===== config.mk =====
export PLATFORM = sky130hd
export DESIGN_NAME = sni_host
export DESIGN_NICKNAME = d
export VERILOG_FILES = /design/src/rtl/sni_host.sv
export SDC_FILE = /design/constraint.sdc
export NUM_CORES = 1
export LEC_CHECK = 0
export CAP_MARGIN = 20
export CORE_MARGIN = 5
export CORE_UTILIZATION = 51
export DETAILED_ROUTE_END_ITERATION = 12
export PLACE_DENSITY = 0.81
export SLEW_MARGIN = 20
export SYNTH_ARGS = -nofsm -noshare
export SYNTH_HDL_FRONTEND = slang
export SYNTH_SLANG_ARGS = --single-unit

===== constraint.sdc =====
create_clock -name clk -period 2.7 [get_ports clk]
set_input_delay 0.54 -clock clk [delete_from_list [all_inputs] [get_ports clk]]
set_output_delay 0.54 -clock clk [all_outputs]
set_load 0.02 [all_outputs]

===== src/rtl/sni_host.sv =====
// rtl/sni_host.sv - Super Nintendo Interface (SNI) UART protocol initiator
//
// Takes one command at a time (PING, READ, WRITE, WAITNMI, VERSION), sends the
// packet header on a byte-wide TX stream, then parses the responder's reply
// from a byte-wide RX stream. WRITE payload bytes pass straight from wr_* to tx_*.
//
// Ports:
//   clk, reset                 clock, synchronous active-high reset
//   cmd_valid/cmd_ready        command handshake (ready only in IDLE)
//   cmd_op/addr/len/ping       command fields, latched on accept
//   wr_data/wr_valid/wr_ready  WRITE payload stream
//   rd_data/rd_valid           READ payload / PING echo strobes
//   done/resp_err              completion pulse and its error flag
//   tx_data/tx_valid/tx_ready  byte stream to the UART
//   rx_data/rx_valid           byte strobes from the UART
//
// Optional: define SNI_HOST_TIMEOUT_EN to add a response watchdog that ends the
// command with resp_err after TIMEOUT_CYCLES without a received byte.

module sni_host #(
  parameter logic [23:0] TIMEOUT_CYCLES = 24'd12_000_000,
  parameter logic [7:0]  PROTO_VERSION  = 8'h00
) (
  input  logic        clk,
  input  logic        reset,
  input  logic        cmd_valid,
  output logic        cmd_ready,
  input  logic [2:0]  cmd_op,
  input  logic [23:0] cmd_addr,
  input  logic [7:0]  cmd_len,
  input  logic [7:0]  cmd_ping,
  input  logic [7:0]  wr_data,
  input  logic        wr_valid,
  output logic        wr_ready,
  output logic [7:0]  rd_data,
  output logic        rd_valid,
  output logic        done,
  output logic        resp_err,
  output logic [7:0]  tx_data,
  output logic        tx_valid,
  input  logic        tx_ready,
  input  logic [7:0]  rx_data,
  input  logic        rx_valid
);

  localparam logic [2:0] OP_PING    = 3'd0;
  localparam logic [2:0] OP_READ    = 3'd1;
  localparam logic [2:0] OP_WRITE   = 3'd2;
  localparam logic [2:0] OP_WAITNMI = 3'd3;
  localparam logic [2:0] OP_VERSION = 3'd4;

  typedef enum logic [2:0] {
    IDLE,
    SEND_HDR,
    WAIT_LEN,
    RECV,
    SEND_DATA,
    DONE
  } state_t;

  state_t      state;
  logic [2:0]  op_q;
  logic [23:0] addr_q;
  logic [7:0]  len_q;
  logic [7:0]  ping_q;
  logic [2:0]  idx;
  logic [8:0]  rem;
  logic        err_q;

`ifdef SNI_HOST_TIMEOUT_EN
  logic [23:0] wd;
`else
  logic        unused_timeout;
  assign unused_timeout = ^TIMEOUT_CYCLES;
`endif

  logic [2:0] hdr_last;
  logic [7:0] hdr_byte;
  logic [7:0] exp_len;

  // Index of the final header byte for the latched op.
  always_comb begin
    hdr_last = 3'd0;
    case (op_q)
      OP_PING:           hdr_last = 3'd1;
      OP_READ, OP_WRITE: hdr_last = 3'd4;
      default:           hdr_last = 3'd0;
    endcase
  end

  // Header byte at the current index; address goes out little-endian.
  always_comb begin
    hdr_byte = 8'h00;
    case (idx)
      3'd0:    hdr_byte = {5'd0, op_q};
      3'd1:    hdr_byte = (op_q == OP_PING) ? ping_q : addr_q[7:0];
      3'd2:    hdr_byte = addr_q[15:8];
      3'd3:    hdr_byte = addr_q[23:16];
      default: hdr_byte = len_q;
    endcase
  end

  // Response length the responder must announce for each op.
  always_comb begin
    exp_len = 8'h00;
    case (op_q)
      OP_PING, OP_VERSION: exp_len = 8'h01;
      OP_READ:             exp_len = len_q;
      default:             exp_len = 8'h00;
    endcase
  end

  assign cmd_ready = (state == IDLE);
  assign done      = (state == DONE);
  assign resp_err  = (state == DONE) && err_q;
  assign wr_ready  = (state == SEND_DATA) && (rem != 9'd0) && tx_ready;
  assign tx_valid  = (state == SEND_HDR) ||
                     ((state == SEND_DATA) && (rem != 9'd0) && wr_valid);
  assign tx_data   = (state == SEND_DATA) ? wr_data :
                     (state == SEND_HDR)  ? hdr_byte : 8'h00;

  always_ff @(posedge clk) begin
    if (reset) begin
      state    <= IDLE;
      op_q     <= 3'd0;
      addr_q   <= 24'd0;
      len_q    <= 8'd0;
      ping_q   <= 8'd0;
      idx      <= 3'd0;
      rem      <= 9'd0;
      err_q    <= 1'b0;
      rd_data  <= 8'd0;
      rd_valid <= 1'b0;
`ifdef SNI_HOST_TIMEOUT_EN
      wd       <= 24'd0;
`endif
    end else begin
      rd_valid <= 1'b0;
      case (state)
        IDLE: begin
          if (cmd_valid) begin
            op_q   <= cmd_op;
            addr_q <= cmd_addr;
            len_q  <= cmd_len;
            ping_q <= cmd_ping;
            idx    <= 3'd0;
            rem    <= 9'd0;
            if (cmd_op > OP_VERSION) begin
              err_q <= 1'b1;
              state <= DONE;
            end else begin
              err_q <= 1'b0;
              state <= SEND_HDR;
            end
          end
        end

        SEND_HDR: begin
          if (tx_ready) begin
            if (idx == hdr_last) begin
              state <= WAIT_LEN;
`ifdef SNI_HOST_TIMEOUT_EN
              wd    <= 24'd0;
`endif
            end else begin
              idx <= idx + 3'd1;
            end
          end
        end

        WAIT_LEN: begin
          if (rx_valid) begin
            if (rx_data != exp_len) begin
              err_q <= 1'b1;
              state <= DONE;
            end else begin
              case (op_q)
                OP_PING, OP_VERSION: state <= RECV;
                OP_READ: begin
                  rem   <= {1'b0, len_q};
                  state <= (len_q == 8'd0) ? DONE : RECV;
                end
                OP_WRITE: begin
                  rem   <= {1'b0, len_q};
                  state <= (len_q == 8'd0) ? DONE : SEND_DATA;
                end
                default: state <= DONE;
              endcase
            end
          end
        end

        RECV: begin
          if (rx_valid) begin
            case (op_q)
              OP_READ: begin
                rd_valid <= 1'b1;
                rd_data  <= rx_data;
                rem      <= rem - 9'd1;
                if (rem == 9'd1) state <= DONE;
              end
              OP_PING: begin
                rd_valid <= 1'b1;
                rd_data  <= rx_data;
                err_q    <= (rx_data != ping_q);
                state    <= DONE;
              end
              default: begin
                err_q <= (rx_data != PROTO_VERSION);
                state <= DONE;
              end
            endcase
          end
        end

        SEND_DATA: begin
          // RX bytes here are unsolicited and dropped.
          if (wr_valid && tx_ready && (rem != 9'd0)) begin
            rem <= rem - 9'd1;
            if (rem == 9'd1) state <= DONE;
          end
        end

        DONE: state <= IDLE;

        default: state <= IDLE;
      endcase

`ifdef SNI_HOST_TIMEOUT_EN
      // Any received byte restarts the watchdog; expiry overrides the case above.
      if ((state == WAIT_LEN) || (state == RECV)) begin
        if (rx_valid) begin
          wd <= 24'd0;
        end else if (wd == TIMEOUT_CYCLES - 24'd1) begin
          err_q <= 1'b1;
          state <= DONE;
        end else begin
          wd <= wd + 24'd1;
        end
      end
`endif
    end
  end

endmodule


==> results.md, run 1 <==
- Post-synth EDFFs: 0
- Total track usage: 24.97%
- Die height: 97.60 um
- Drt pass-1 iters: 9
- Met3 wire len: 997 um
- # Max-Cap Violations: 0
- Crit-path max cell delay: 0.36 ns
- Required time worst endpoint: 2.16 ns
- Gate Count Post-Synth: 488
- Status: complete, but fails checks
- Setup Crit Path Kind: flip-flop to output port
- Vias in the first global route: 3944
- FP Rows: 32
- Ys flop type: dfxtp_1
- Critical-path top delay cell: dfxtp_4
- Die width: 97.60 um
- WL met1: 4999 um
- Hold crit path type: flip-flop to flip-flop
- H-Tree Depth: 3
- Internal power: 2.487 mW
- Syn Std Cell Area: 3914 um2
- Placed cell area: 4982 um2
- Synth top area share: 34.78%
- Synth async-reset ratio: 0%
- P per Cell Area: 836.8 nW/um2
- CP bufs+invs: 3
- CTS Buffer Depth: 2
- Post-route ant nets: 0
- Reg area: 1369 um2
- Post-synthesis cell type count: 73
- Worst-margin pin slew: 0.5552 ns
- Maximum clock rate: 366.9 MHz
- Combinational power share: 50.6%
- Detailed placement HPWL: 8868 um
- Clock share of power: 17.3%
- Antenna Cells: 0
- Initial antenna violation count: 0
- CTS tree: done
- Final hold violations: 0
- Total global routing overflow: 0
- Sw power: 1.908 mW
- Most frequent cell after synthesis: nand2_1
- Clk root buf: clkbuf_8
- First-pass GRT wire length: 19510 um
- Vias post-DR: 4073
- Wire length on met2: 5810 um
- DRC viols: 0
- Setup ws final: -0.02542 ns
- Routability congestion estimate: 0.9616
- Clock Sinks: 68
- Largest delay share family, worst path: compound AO/OA/AOI/OAI gates
- Final min period: 2.725 ns
- Total power: 4.395 mW
- Max Used Layer: met4
- Avg WL per Cell: 17.55 um
- Routed Wire Length: 12120 um
- Nets: 657
- Port-buffer cells: 86
- Largest fanout on the critical path: 5
- Die ar.: 9526 um2
- Io pins: 87
- Area Overhead vs Synth: 34.21%
- Vias per cell: 5.894
- Max-slew violations: 0
- Crit share post-route: 100.9%
- Synth cell count leaders: nand2_1, dfxtp_1, a21oi_1, nor2_1, clkbuf_1
- Failing checks: negative setup slack
- Synth warn: 0
- Post-synth top area cell: dfxtp_1
- Leak: 2.031 nW
- Sequential power share: 32.1%
- Layout cell share with drive strength beyond 1: 15.96%
- Critical Path AT: 2.19 ns
- Finish-stage setup viols: 2
- CP endpoint kind: output port
- Pre-CTS setup slack: -0.1829 ns
- Largest net degree at the start of global routing: 44
- Crit start category: flip-flop
- Register bit total from synthesis: 68
- Worst vdd ir: 0.4184 mV
- FILL cells: 611
- Fin area: 5253 um2
- RSZ-0062 raised after global routing: true
- Worst-Skew Late Latency: 0.35 ns
- CORE AREA: 7607 um2
- Starting Density: 51.45%
- Switching share of power: 43.41%
- Syn Area/Cell: 8.020 um2
- CTS Hold Bufs: 0
- Clock Pin Slew Worst Setup and Hold Paths: 0.08 ns
- Crit path cell chain: buf_4 -> ha_4 -> ha_4 -> buf_6 -> a222oi_1 -> o211ai_1 -> a22o_1 -> buf_6
- Syn nets: 561
- Initial drt markers: 280
- Post-synthesis sequential area ratio: 34.78%
- TritonCTS buffer count: 9
- Clk_skew: 0.008876 ns
- Multi-input gate area: 2430 um2
- Dominant cells by area after synthesis: dfxtp_1, nand2_1, a21oi_1
- Slew margin rel.: 62.65%
-- routing by layer --
metal	track usage [%]	up-vias
met5	0	-
met4	8.733	0
met3	5.528	30
met2	42.01	194
met1	31.38	1898
li1	-	1951
-- flip-flops by register name, summed over array words and instances (netlist names) --
signal    count
addr_q       24
rem           9
len_q         8
ping_q        8
rd_data       8
idx           3
op_q          3
state         3
err_q         1
rd_valid      1
-- tightest hold or removal path, cell delays in order, from the launching register on --
cell     delay [ns]
dfxtp_1        0.32
nand2_1        0.05
a21oi_1        0.05
-- layout by cell type (no fill, tap or decap), types with 3 or more instances in the layout --
master	synthesis	layout
a211oi_2	4	4
a21boi_0	3	3
a21oi_1	57	56
a222oi_1	8	8
a22o_1	8	8
a22oi_1	5	5
a31oi_1	5	5
a32o_1	4	4
and2_1	5	4
and3_1	5	5
buf_4	3	29
buf_6	1	11
clkbuf_8	0	9
clkdlybuf4s50_1	0	75
clkinvlp_4	0	3
dfxtp_1	68	66
ha_1	8	3
ha_4	0	3
inv_1	10	8
mux2i_1	16	16
nand2_1	107	107
nand4_1	3	3
nor2_1	23	22
nor2b_1	4	4
nor3_1	7	7
nor4_1	7	7
o211ai_1	6	6
o21ai_0	13	8
o21ai_1	0	5
o31ai_1	3	3
or3b_2	3	3
or4_1	4	4
xnor2_1	7	7
xor2_1	10	10
-- final timing paths --
| check | to | depth (start not counted) | start | slack [ns] |
|---|---|---|---|---|
| worst max-delay path | tx_data[2] | 8 | idx[1] | -0.03 |
| worst min-delay path | addr_q[13] | 2 | addr_q[13] | 0.46 |
| worst max register to register | rem[1] | 7 | op_q[0] | 0.35 |
| worst min register to register | addr_q[13] | 2 | addr_q[13] | 0.46 |
-- through the flow --
stage	utilization, %	TNS (ns)	hold slack [ns]	cells
2_1_floorplan	-	0	0.4357	488
3_3_place_gp	65.49	-0.5522	0.4427	674
3_5_place_dp	65.49	-1.018	0.4489	674
4_1_cts	67.89	-0.0001519	0.4606	690
5_1_grt	69.05	-0.3426	0.4856	691
6_report	69.05	-0.02589	0.4607	691
-- power by group through the flow --
stage | registers (mW) | clock network, mW | logic, mW
2_1_floorplan | 1.35 | 0 | 1.51
3_3_place_gp | 1.41 | 0 | 2.11
3_5_place_dp | 1.42 | 0 | 2.14
4_1_cts | 1.40 | 0.760 | 2.14
5_1_grt | 1.43 | 0.810 | 2.42
6_report | 1.41 | 0.761 | 2.22
-- kinds of logic after synthesis --
family,count (synthesis),share of synthesized area [%]
AOI/OAI and AO/OA,137,24.23
xor gates and xnor gates,18,4.220
adders and majority gates,8,2.558
buffers and inverters,43,4.732
DFF,68,34.78
muxes,16,4.092
and+or+nand+nor,198,25.38
-- cell type report --
type / instances / share of cell area, %
Multi-Input combinational cell: 377 / 46.26
Sequential cell: 68 / 26.06
Timing Repair Buffer: 118 / 21.22
Tap cell: 102 / 2.430
Clock buffer: 9 / 2.358
Clock inverter: 7 / 0.9528
Inverter: 10 / 0.7146
-- what timing repair did --
item                       in CTS  in global routing
gates resized for setup        50                 27
pin swaps                       5                 13
setup endpoints to repair      10                  9
buffers inserted                0                  1
Note: power is estimated with default switching activity, not from simulation.
==> run 2, diff against run 1 <==
--- a/config.mk
+++ b/config.mk
@@ -5,11 +5,11 @@
 export SDC_FILE = /design/constraint.sdc
 export NUM_CORES = 1
 export LEC_CHECK = 0
-export CAP_MARGIN = 20
+export CORE_ASPECT_RATIO = 0.8
 export CORE_MARGIN = 5
 export CORE_UTILIZATION = 51
 export DETAILED_ROUTE_END_ITERATION = 12
-export PLACE_DENSITY = 0.81
+export PLACE_DENSITY_LB_ADDON = 0.15
 export SLEW_MARGIN = 20
 export SYNTH_ARGS = -nofsm -noshare
 export SYNTH_HDL_FRONTEND = slang
==> results.md, run 2 (synthesized netlist as in run 1, its figures left out) <==
- Total global routing overflow: 0
- Pre-CTS setup slack: -0.1101 ns
- Max-slew violations: 0
- FP Rows: 28
- Largest delay share family, worst path: compound AO/OA/AOI/OAI gates
- Most common cell after layout, fill and taps aside: nand2_1
- Vias post-DR: 4149
- Antenna Cells: 0
- Starting Density: 52.70%
- CP bufs+invs: 3
- Leak: 2.076 nW
- Layout cell share with drive strength beyond 1: 16.33%
- Final min period: 2.690 ns
- Port-buffer cells: 86
- Required time worst endpoint: 2.16 ns
- Max Used Layer: met4
- RSZ-0062 raised after global routing: true
- Setup ws final: 0.009840 ns
- Vias per cell: 5.936
- CORE AREA: 7427 um2
- TritonCTS buffer count: 9
- Post-route ant nets: 0
- Wire length on met2: 5726 um
- Maximum clock rate: 371.7 MHz
- Worst vdd ir: 0.6812 mV
- Post-CTS Setup Bufs: 0
- Status: completed
- Setup Crit Path Kind: flip-flop to output port
- Commonest cells after routing, fill and taps aside: nand2_1, clkdlybuf4s50_1, dfxtp_1
- Clock Sinks: 68
- CP endpoint kind: output port
- Largest regs: addr_q: 24 flops, rem: 9 flops
- H-Tree Depth: 3
- Die ar.: 9537 um2
- P per Cell Area: 844.5 nW/um2
- First-pass GRT wire length: 19590 um
- Clk root buf: clkbuf_8
- Vias in the first global route: 3911
- DRC viols: 0
- Initial drt markers: 365
- Crit-path max cell delay: 0.33 ns
- Die width: 107.9 um
- Area Overhead vs Synth: 35.71%
- Clk_skew: 0.01198 ns
- Total track usage: 26.29%
- Worst-Skew Late Latency: 0.35 ns
- Crit share post-route: 99.64%
- Final hold violations: 0
- Io pins: 87
- Worst-margin pin slew: 0.5000 ns
- # Max-Cap Violations: 0
- Die height: 88.36 um
- CTS Buffer Depth: 2
- WL met1: 5200 um
- Nets: 662
- Routed Wire Length: 12590 um
- Initial antenna violation count: 0
- Met3 wire len: 1406 um
- Critical Path AT: 2.15 ns
- Finish-stage setup viols: 0
- Crit start category: flip-flop
- Clock Pin Slew Worst Setup and Hold Paths: 0.07 ns
- Max reg flops: 24
- Routability congestion estimate: 0.9401
- Setup TNS: 0 ns
- Drt pass-1 iters: 7
- Largest fanout on the critical path: 4
- Slew margin rel.: 66.67%
- Detailed placement HPWL: 9323 um
- Crit path cell chain: buf_6 -> ha_4 -> ha_4 -> buf_4 -> a222oi_1 -> o211ai_1 -> a22o_1 -> buf_6
- CTS tree: done
- Largest net degree at the start of global routing: 56
- Hold crit path type: flip-flop to flip-flop
- Avg WL per Cell: 18.00 um
- Register bank with the most flops: addr_q
- Critical-path top delay cell: dfxtp_2
run 2: metrics by stage:
step                total power, mW  hold WS, ns  util (%)  instance area [um2]  instances
global route                  4.766       0.4800     71.51                 5311        699
floorplan                     2.865       0.4357         -                 3914        488
detailed placement            3.589       0.4466     67.91                 5044        683
finish                        4.485       0.4572     71.51                 5311        699
global placement              3.544       0.4438     67.91                 5044        683
CTS                           4.389       0.4564     70.11                 5207        699
run 2: metal layers:
| layer | GRT usage (%) | up-vias |
|---|---|---|
| li1 | - | 1960 |
| met1 | 34.90 | 1928 |
| met2 | 41.31 | 229 |
| met3 | 7.513 | 32 |
| met4 | 9.060 | 0 |
| met5 | 0 | - |
run 2: what timing repair did:
action / CTS / global route
gates resized for setup: 40 / 31
pin swaps: 5 / 15
hold endpoints to repair: 0 / 0
hold buffers: 0 / 0
endpoints found under the setup margin: 10 / 9
run 2: cell type report:
class                      instances  area (um2)
clock buffer                      10       127.6
clock inverter                     6       65.06
fill                             624        2116
inverter                          10       40.04
multi-input combinational        377        2427
sequential                        68        1366
tap                              105       131.4
timing repair buffer             123        1154
run 2: worst reg2reg max path, stage by stage, from the launching register on:
cell and delay [ns]:
dfxtp_1 0.32, buf_4 0.19, nor2_1 0.33, and4_1 0.26
o2111ai_2 0.20, or4b_4 0.64, and3_1 0.20, a211oi_2 0.19
run 2: path summary, 6_finish.rpt:
check | from | to | slack (ns) | cells past startpoint
setup / recovery | idx[0] | tx_data[2] | 0.01 | 8
hold / removal | addr_q[1] | addr_q[1] | 0.46 | 2
setup reg to reg | op_q[2] | rem[0] | 0.29 | 7
hold reg to reg | addr_q[1] | addr_q[1] | 0.46 | 2
run 2: power breakdown:
group          leakage (nW)  internal [mW]  switching [mW]
combinational          1.42          0.946            1.32
clock                0.0962          0.427           0.400
sequential            0.557           1.21           0.187
total                  2.08           2.58            1.91
